File: config.mk
export PLATFORM = sky130hd
export DESIGN_NAME = neo_wram_bridge
export DESIGN_NICKNAME = d
export VERILOG_FILES = /design/src/rtl/neo_wram_bridge.sv
export SDC_FILE = /design/constraint.sdc
export NUM_CORES = 1
export LEC_CHECK = 0
export CAP_MARGIN = 40
export CORE_MARGIN = 10
export CORE_UTILIZATION = 45
export DETAILED_ROUTE_END_ITERATION = 16
export HOLD_SLACK_MARGIN = 0.06
export PLACE_DENSITY = 0.81
export SYNTH_ARGS = -nofsm -noshare
export SYNTH_HDL_FRONTEND = slang
export SYNTH_SLANG_ARGS = --single-unit
File: constraint.sdc
create_clock -name CLK -period 2.4 [get_ports CLK]
set_input_delay 0.24 -clock CLK [delete_from_list [all_inputs] [get_ports CLK]]
set_output_delay 0.24 -clock CLK [all_outputs]
set_load 0.05 [all_outputs]
File: src/rtl/neo_wram_bridge.sv
// Work-RAM bridge: turns 68000 work-RAM bus cycles into single-word req/ack memory transactions with a registered DTACK.
// Optional one-word read cache is enabled by defining WRAM_READ_CACHE_EN.
module neo_wram_bridge #(
  parameter int TIMEOUT = 64
) (
  input  logic        CLK,
  input  logic        nRESET,
  input  logic        nAS,
  input  logic        RW,
  input  logic        nLDS,
  input  logic        nUDS,
  input  logic        nWRAM_ZONE,
  input  logic [15:1] M68K_ADDR,
  input  logic [15:0] M68K_DIN,
  output logic [15:0] M68K_DOUT,
  output logic        nWRAM_DTACK,
  output logic        MEM_REQ,
  output logic        MEM_WE,
  output logic [1:0]  MEM_BE,
  output logic [14:0] MEM_ADDR,
  output logic [15:0] MEM_WDATA,
  input  logic [15:0] MEM_RDATA,
  input  logic        MEM_ACK,
  output logic        WRAM_ERR
);

  typedef enum logic [1:0] {S_IDLE, S_REQ, S_DONE, S_DRAIN} state_t;

  localparam logic [7:0] TIMEOUT_C = 8'(TIMEOUT);

  state_t      state_q, state_d;
  logic [7:0]  cnt_q, cnt_d, cnt_inc;
  logic        abort_q, abort_d;
  logic        mem_req_q, mem_req_d;
  logic        mem_we_q, mem_we_d;
  logic [1:0]  mem_be_q, mem_be_d;
  logic [14:0] mem_addr_q, mem_addr_d;
  logic [15:0] mem_wdata_q, mem_wdata_d;
  logic [15:0] dout_q, dout_d;
  logic        dtack_n_q, dtack_n_d;
  logic        err_q, err_d;
  logic        start, timeout;
  logic        cache_hit;
  logic [15:0] cache_data;

  assign start   = !nAS && !nWRAM_ZONE && (!nLDS || !nUDS);
  assign cnt_inc = (cnt_q == 8'hFF) ? cnt_q : cnt_q + 8'd1;
  // Timeout fires in the TIMEOUT-th REQ cycle, so MEM_REQ is high exactly TIMEOUT cycles.
  assign timeout = (state_q == S_REQ) && !MEM_ACK && (cnt_inc == TIMEOUT_C);

`ifdef WRAM_READ_CACHE_EN
  logic [14:0] tag_q, tag_d;
  logic [15:0] cdata_q, cdata_d;
  logic        cvalid_q, cvalid_d;

  assign cache_hit  = cvalid_q && (tag_q == M68K_ADDR);
  assign cache_data = cdata_q;

  always_comb begin
    tag_d    = tag_q;
    cdata_d  = cdata_q;
    cvalid_d = cvalid_q;
    if (state_q == S_IDLE && start && !RW && cache_hit) begin
      if (!nUDS) cdata_d[15:8] = M68K_DIN[15:8];
      if (!nLDS) cdata_d[7:0]  = M68K_DIN[7:0];
    end
    if (state_q == S_REQ && MEM_ACK && !mem_we_q && mem_be_q == 2'b11) begin
      tag_d    = mem_addr_q;
      cdata_d  = MEM_RDATA;
      cvalid_d = 1'b1;
    end else if (timeout) begin
      cvalid_d = 1'b0;
    end
  end

  // NOTE: the tag and data are reset along with the valid bit; only valid matters, but a fully reset cache keeps simulation X-free.
  always_ff @(posedge CLK or negedge nRESET) begin
    if (!nRESET) begin
      tag_q    <= '0;
      cdata_q  <= '0;
      cvalid_q <= 1'b0;
    end else begin
      tag_q    <= tag_d;
      cdata_q  <= cdata_d;
      cvalid_q <= cvalid_d;
    end
  end
`else
  assign cache_hit  = 1'b0;
  assign cache_data = 16'h0000;
`endif

  // NOTE: every signal gets its hold value first so no path through the case can infer a latch.
  always_comb begin
    state_d     = state_q;
    cnt_d       = cnt_q;
    abort_d     = abort_q;
    mem_req_d   = mem_req_q;
    mem_we_d    = mem_we_q;
    mem_be_d    = mem_be_q;
    mem_addr_d  = mem_addr_q;
    mem_wdata_d = mem_wdata_q;
    dout_d      = dout_q;
    dtack_n_d   = dtack_n_q;
    err_d       = 1'b0;
    unique case (state_q)
      S_IDLE: begin
        if (start) begin
          mem_we_d    = ~RW;
          mem_be_d    = {~nUDS, ~nLDS};
          mem_addr_d  = M68K_ADDR;
          mem_wdata_d = M68K_DIN;
          if (RW && cache_hit) begin
            state_d   = S_DONE;
            dout_d    = cache_data;
            dtack_n_d = 1'b0;
          end else begin
            state_d   = S_REQ;
            mem_req_d = 1'b1;
            cnt_d     = 8'd0;
            abort_d   = 1'b0;
          end
        end
      end
      S_REQ: begin
        cnt_d = cnt_inc;
        if (nAS) abort_d = 1'b1;
        if (MEM_ACK || timeout) begin
          mem_req_d = 1'b0;
          if (MEM_ACK) begin
            if (!mem_we_q) dout_d = MEM_RDATA;
          end else begin
            dout_d = 16'hFFFF;
            err_d  = 1'b1;
          end
          // An abandoned CPU cycle still waits out its request but never gets DTACK.
          if (abort_q || nAS) begin
            state_d = S_DRAIN;
          end else begin
            state_d   = S_DONE;
            dtack_n_d = 1'b0;
          end
        end
      end
      S_DONE: begin
        if (nAS) begin
          state_d   = S_IDLE;
          dtack_n_d = 1'b1;
        end
      end
      S_DRAIN: state_d = S_IDLE;
      default: state_d = S_IDLE;
    endcase
  end

  // NOTE: sequential state uses non-blocking assignments so all registers update from the same pre-edge values.
  always_ff @(posedge CLK or negedge nRESET) begin
    if (!nRESET) begin
      state_q     <= S_IDLE;
      cnt_q       <= '0;
      abort_q     <= 1'b0;
      mem_req_q   <= 1'b0;
      mem_we_q    <= 1'b0;
      mem_be_q    <= '0;
      mem_addr_q  <= '0;
      mem_wdata_q <= '0;
      dout_q      <= '0;
      dtack_n_q   <= 1'b1;
      err_q       <= 1'b0;
    end else begin
      state_q     <= state_d;
      cnt_q       <= cnt_d;
      abort_q     <= abort_d;
      mem_req_q   <= mem_req_d;
      mem_we_q    <= mem_we_d;
      mem_be_q    <= mem_be_d;
      mem_addr_q  <= mem_addr_d;
      mem_wdata_q <= mem_wdata_d;
      dout_q      <= dout_d;
      dtack_n_q   <= dtack_n_d;
      err_q       <= err_d;
    end
  end

  assign M68K_DOUT   = dout_q;
  assign nWRAM_DTACK = dtack_n_q;
  assign MEM_REQ     = mem_req_q;
  assign MEM_WE      = mem_we_q;
  assign MEM_BE      = mem_be_q;
  assign MEM_ADDR    = mem_addr_q;
  assign MEM_WDATA   = mem_wdata_q;
  assign WRAM_ERR    = err_q;

endmodule
==> flow_metrics.tcl, run 1 <==
set metrics [dict create \
    hpwl_um 6480 \
    grt-busiest-layer "met2" \
    critPathMaxFanout 7 \
    cp-end-kind "register" \
    drtPass1Iterations 4 \
    cts_inserted_buffers 9 \
    grt_pass1_vias 2837 \
    clock_sinks 64 \
    p_leak_uw 0.00202 \
    grt_use_met3_pct 4.80 \
    synthCells 323 \
    track_usage_pct 17.0 \
    antenna_found_initial 0 \
    post-route-drc-count 0 \
    final-hold-violation-count 0 \
    synth.mux.area_fraction_pct 1.40 \
    grt_max_degree 65 \
    crit_type "register to register" \
    syn2layout_area_growth_pct 50.7 \
    die-height_um 101 \
    grt_pass1_wl_um 14000 \
    status "finished clean" \
    synthXorXnorAreaFrac_pct 0 \
    ys_ff_latch 64 \
    overflow 0 \
    gp_congestion 0.836 \
    cp_cell_sequence "ha_2, buf_4, or3_1, o21a_1, o41a_1, buf_6, a221oi_2" \
    crit_required_ps 2630 \
    wl_per_cell_um 17.3 \
    core_sq_um 6350 \
    slew_headroom_pct 63.4 \
    diodes 0 \
    finalSetupViolations 0 \
    synth_top_area_share_pct 53.4 \
    clk_latency_ps 330 \
    vias 2769 \
    crit_buf_inv 2 \
    ctsLongestPathBuffers 2 \
    crit_path_start_kind "register" \
    layout_commonest_cell "clkdlybuf4s50_1" \
    cpPeakStageDelay_ps 540 \
    die_width_um 101 \
    finalCritPeriodShare_pct 98.8 \
    tightest_slew_ps 547 \
    postRouteAntennaNets 0 \
    critical_path.slowest_cell "o41a_1" \
    hold_class "input pin to register" \
    slew_viol_final 0 \
    cts_max_level 3 \
    whs_ps 429 \
    syn_nets 379 \
    grt.met2_usage_pct 29.3 \
    irDropWorstVdd_uv 1000 \
    fin_nets 494 \
    placementRows 29 \
    p_per_area_nw_per_um2 1520 \
    p_total_uw 6740 \
    final_cell_mix "clkdlybuf4s50_1, nand2_1, dfrtp_1" \
    synthFlopType "dfrtp_1" \
    fmax_ghz 0.422 \
    drtIter0Drc 145 \
    fin_skew_ps 9.30 \
    cts_tree "yes" \
    io_buffers 107 \
    grt_setup_unrepaired "true" \
    syn_avg_cell_area_sq_um 9.14 \
    crit_family "compound AO/OA/AOI/OAI gates" \
    yosysSeqAreaShare_pct 54.3 \
    drt_wl_total_um 9020 \
    clkTransAtPathRegs_ps 80 \
    gr-usage-met1_pct 19.4 \
    synth_warnings 0 \
    synth_top_family_by_area "simple AND/OR/NAND/NOR gates" \
    synthArstFlopShare_pct 100 \
    synth_top_area_cell "dfrtp_1" \
    vias_per_cell 5.33 \
    fin_area_sq_um 4450 \
    synth_area_leaders "dfrtp_1, nand2_1, a221oi_2, o22ai_1, inv_1" \
    synth-simple-area-share_pct 20.9 \
    min_period_ps 2370 \
    drive_gt1_share_pct 12.2 \
    syn_area_sq_um 2950 \
    die_area_sq_um 10200 \
    clockRootBuffer "clkbuf_8" \
    synth-compound-area-share_pct 17.7 \
    maxCapViolCount 0 \
    worstPathArrival_ps 2600 \
    synth_edf_count 0 \
    post_dp_cell_area_sq_um 4140 \
    synth_fa_ha_area_share_pct 0.424 \
    ys_types 40 \
    io_pins 108 \
    initial_core_util_pct 46.5 \
]
-- cell usage after synthesis (all sizes together), types with 3 or more instances --
| cell type | instances |
|---|---|
| a21oi | 10 |
| nor2 | 20 |
| clkbuf | 14 |
| o22ai | 17 |
| a221oi | 13 |
| or3 | 3 |
| mux2i | 3 |
| o21ai | 5 |
| a31oi | 4 |
| nor3 | 7 |
| nand2 | 103 |
| dfrtp | 63 |
| buf | 5 |
| inv | 20 |
| nand3 | 6 |
-- path summary, 6_finish.rpt --
check | startpoint | endpoint | slack [ps] | cells after the start
min reg2reg | MEM_WDATA[2] | MEM_WDATA[2] | 480 | 2
max | cnt_q[0] | M68K_DOUT[11] | 30 | 7
min | M68K_ADDR[2] | MEM_ADDR[1] | 430 | 3
max reg2reg | cnt_q[0] | M68K_DOUT[11] | 30 | 7
max in group asynchronous | nRESET | nWRAM_DTACK | 1570 | 3
min in group asynchronous | nRESET | MEM_WDATA[10] | 510 | 3
-- routing by layer --
metal,wire length (um),share of wire [%],up-vias
met1,3520,39,1341
met5,0,0,-
li1,-,-,1339
met3,522,5.8,11
met2,4840,54,78
met4,131,1.5,0
-- registers in the layout, summed over array words and instances (netlist names), 2 cells and up --
register / count
MEM_WDATA: 16
state_q: 2
cnt_q: 8
MEM_ADDR: 15
M68K_DOUT: 16
MEM_BE: 2
-- cell type report --
| class | count | area [sq um] |
|---|---|---|
| Fill cell | 477 | 1900 |
| Sequential cell | 64 | 1600 |
| Multi-Input combinational cell | 220 | 1230 |
| Timing Repair Buffer | 123 | 1210 |
| Clock buffer | 12 | 165 |
| Tap cell | 77 | 96.3 |
| Clock inverter | 4 | 75.1 |
| Inverter | 20 | 75.1 |
-- where the power goes --
part	switching, uW	internal, uW
clock network	418	670
registers	381	1540
logic	2430	1300
total	3230	3510
-- tightest hold or removal path, stage by stage --
cell	delay [ps]
clkdlybuf4s50_1	400
nand2_1	50
nand2_1	40
-- metrics by stage --
stage          setup TNS [ps]  setup slack [ps]  utilization (%)  std cells
3_5_place_dp                0              11.2             65.2        500
4_1_cts                     0              5.60             69.2        517
5_1_grt                 -69.6             -35.3             70.0        520
6_report                    0              29.3             70.0        520
2_1_floorplan               0               139                -        323
3_3_place_gp                0               141             65.2        500
-- logic make-up (layout without fill, tap and decap cells) --
kind of cell,after synthesis,in the layout
AOI/OAI and AO/OA,66,66
DFF,64,64
and+or+nand+nor,149,149
muxes,4,4
adders and majority gates,1,1
buffers and inverters,39,159
-- repair_timing --
| item | in CTS | in global routing |
|---|---|---|
| resized for setup | 0 | 7 |
| setup endpoints to repair | 0 | 13 |
| setup buffers | 0 | 2 |
| hold buffers | 1 | 0 |
| hold endpoints to repair | 63 | 0 |
No activity file was read; power rests on OpenSTA's default activity.
==> inputs of run 2 (changes only) <==
MAX_ROUTING_LAYER = met4   (was unset)
==> flow_metrics.tcl, run 2 (synthesized netlist as in run 1, its figures left out) <==
set metrics [dict create \
    p_leak_uw 0.00202 \
    crit_path_start_kind "register" \
    irDropWorstVdd_uv 1000 \
    track_usage_pct 17.5 \
    maxCapViolCount 0 \
    diodes 0 \
    die-height_um 101 \
    vias 2768 \
    clockRootBuffer "clkbuf_8" \
    final-hold-violation-count 0 \
    critPathLaunch "cnt_q[0]" \
    hold_class "input pin to register" \
    tightest_slew_ps 547 \
    p_per_area_nw_per_um2 1520 \
    core_sq_um 6350 \
    finalSetupViolations 0 \
    slew_viol_final 0 \
    cts_inserted_buffers 9 \
    die_width_um 101 \
    clock_sinks 64 \
    worstPathArrival_ps 2600 \
    cpPeakStageDelay_ps 550 \
    min_period_ps 2370 \
    min_from "M68K_ADDR[8]" \
    vias_per_cell 5.32 \
    multi_input_area_sq_um 1230 \
    crit_required_ps 2630 \
    finalWorstSetupSlack_ps 30.9 \
    finalCritPeriodShare_pct 98.7 \
    dp_slack_ps 11.2 \
    setup_tns_ps 0 \
    fin_area_sq_um 4450 \
    grt_max_degree 65 \
    io_pins 108 \
    nFillCells 477 \
    drive_gt1_share_pct 12.2 \
    die_area_sq_um 10200 \
    gp_congestion 0.848 \
    slew_headroom_pct 63.4 \
    fin_skew_ps 10.9 \
    placementRows 29 \
    post-route-drc-count 0 \
    register_area_sq_um 1600 \
    ctsLongestPathBuffers 2 \
    grt_setup_unrepaired "true" \
    cp-end-kind "register" \
    status "finished clean" \
    fin_nets 494 \
    initial_core_util_pct 46.5 \
    syn2layout_area_growth_pct 50.7 \
    cts_tree "yes" \
    critPathMaxFanout 7 \
    final_cell_mix "clkdlybuf4s50_1, nand2_1, dfrtp_1" \
    post_dp_cell_area_sq_um 4140 \
    wl_per_cell_um 17.2 \
    overflow 0 \
    critical_path.slowest_cell "o41a_1" \
    clk_latency_ps 340 \
    grt_pass1_vias 2852 \
    io_buffers 107 \
    drtPass1Iterations 5 \
    crit_type "register to register" \
    layout_commonest_cell "clkdlybuf4s50_1" \
    grt_pass1_wl_um 14000 \
    antenna_found_initial 0 \
    cts_max_level 3 \
    fmax_ghz 0.422 \
    clkTransAtPathRegs_ps 70 \
    drt_wl_total_um 8930 \
    r2r-start "cnt_q[0]" \
    postRouteAntennaNets 0 \
    hpwl_um 6480 \
    cp_cell_sequence "ha_2, buf_4, or3_1, o21a_1, o41a_1, buf_6, a221oi_2" \
    drtIter0Drc 126 \
]
-- run 2: cell counts in the layout (fill, tap and decap cells not counted) --
Identical to the previous run, type by type.
-- run 2: repair_timing --
| action | CTS | global route |
|---|---|---|
| gates resized for setup | 0 | 7 |
| buffers inserted | 0 | 2 |
| hold buffers | 1 | 0 |
| endpoints found under the hold margin | 63 | 0 |
| endpoints found under the setup margin | 0 | 13 |
-- run 2: final timing paths --
kind,end,slack (ps),cells after the start
max,M68K_DOUT[11],30,7
min,MEM_ADDR[7],430,3
max reg2reg,M68K_DOUT[11],30,7
min reg2reg,MEM_WDATA[2],480,2
max in group asynchronous,nWRAM_DTACK,1570,3
min in group asynchronous,MEM_WDATA[10],500,3
-- run 2: worst max-delay path: cells and delay by family, from the launching register on --
family	cells	cell delay (ps)
compound gates	3	970
simple gates	1	340
fa+ha+maj	1	200
flops	1	400
buf+inv	2	350
-- run 2: area by class of cell --
| cell class | count | share of cell area, % |
|---|---|---|
| inverters | 20 | 1.69 |
| flip-flops and latches | 64 | 36.0 |
| clock buffers | 12 | 3.71 |
| clock inverters | 4 | 1.69 |
| well taps | 77 | 2.17 |
| repair buffers | 123 | 27.1 |
| multi-input cells | 220 | 27.6 |
-- run 2: where the power goes --
part	internal (uW)	switching, uW
clock	670	414
sequential	1540	378
combinational	1300	2430
total	3510	3230
-- run 2: per-layer routing --
| layer | wire [um] | track usage, % |
|---|---|---|
| met1 | 3600 | 20.6 |
| met2 | 4780 | 29.0 |
| met3 | 385 | 3.09 |
| met4 | 160 | 7.07 |
| met5 | 0 | - |
-- run 2: metrics by stage --
step	hold WS (ps)	total power [uW]	std cells	util, %
3_3_place_gp	281	5510	500	65.2
6_report	427	6740	520	70.0
2_1_floorplan	-55.6	4300	323	-
4_1_cts	415	6700	517	69.2
3_5_place_dp	281	5600	500	65.2
5_1_grt	426	7100	520	70.0
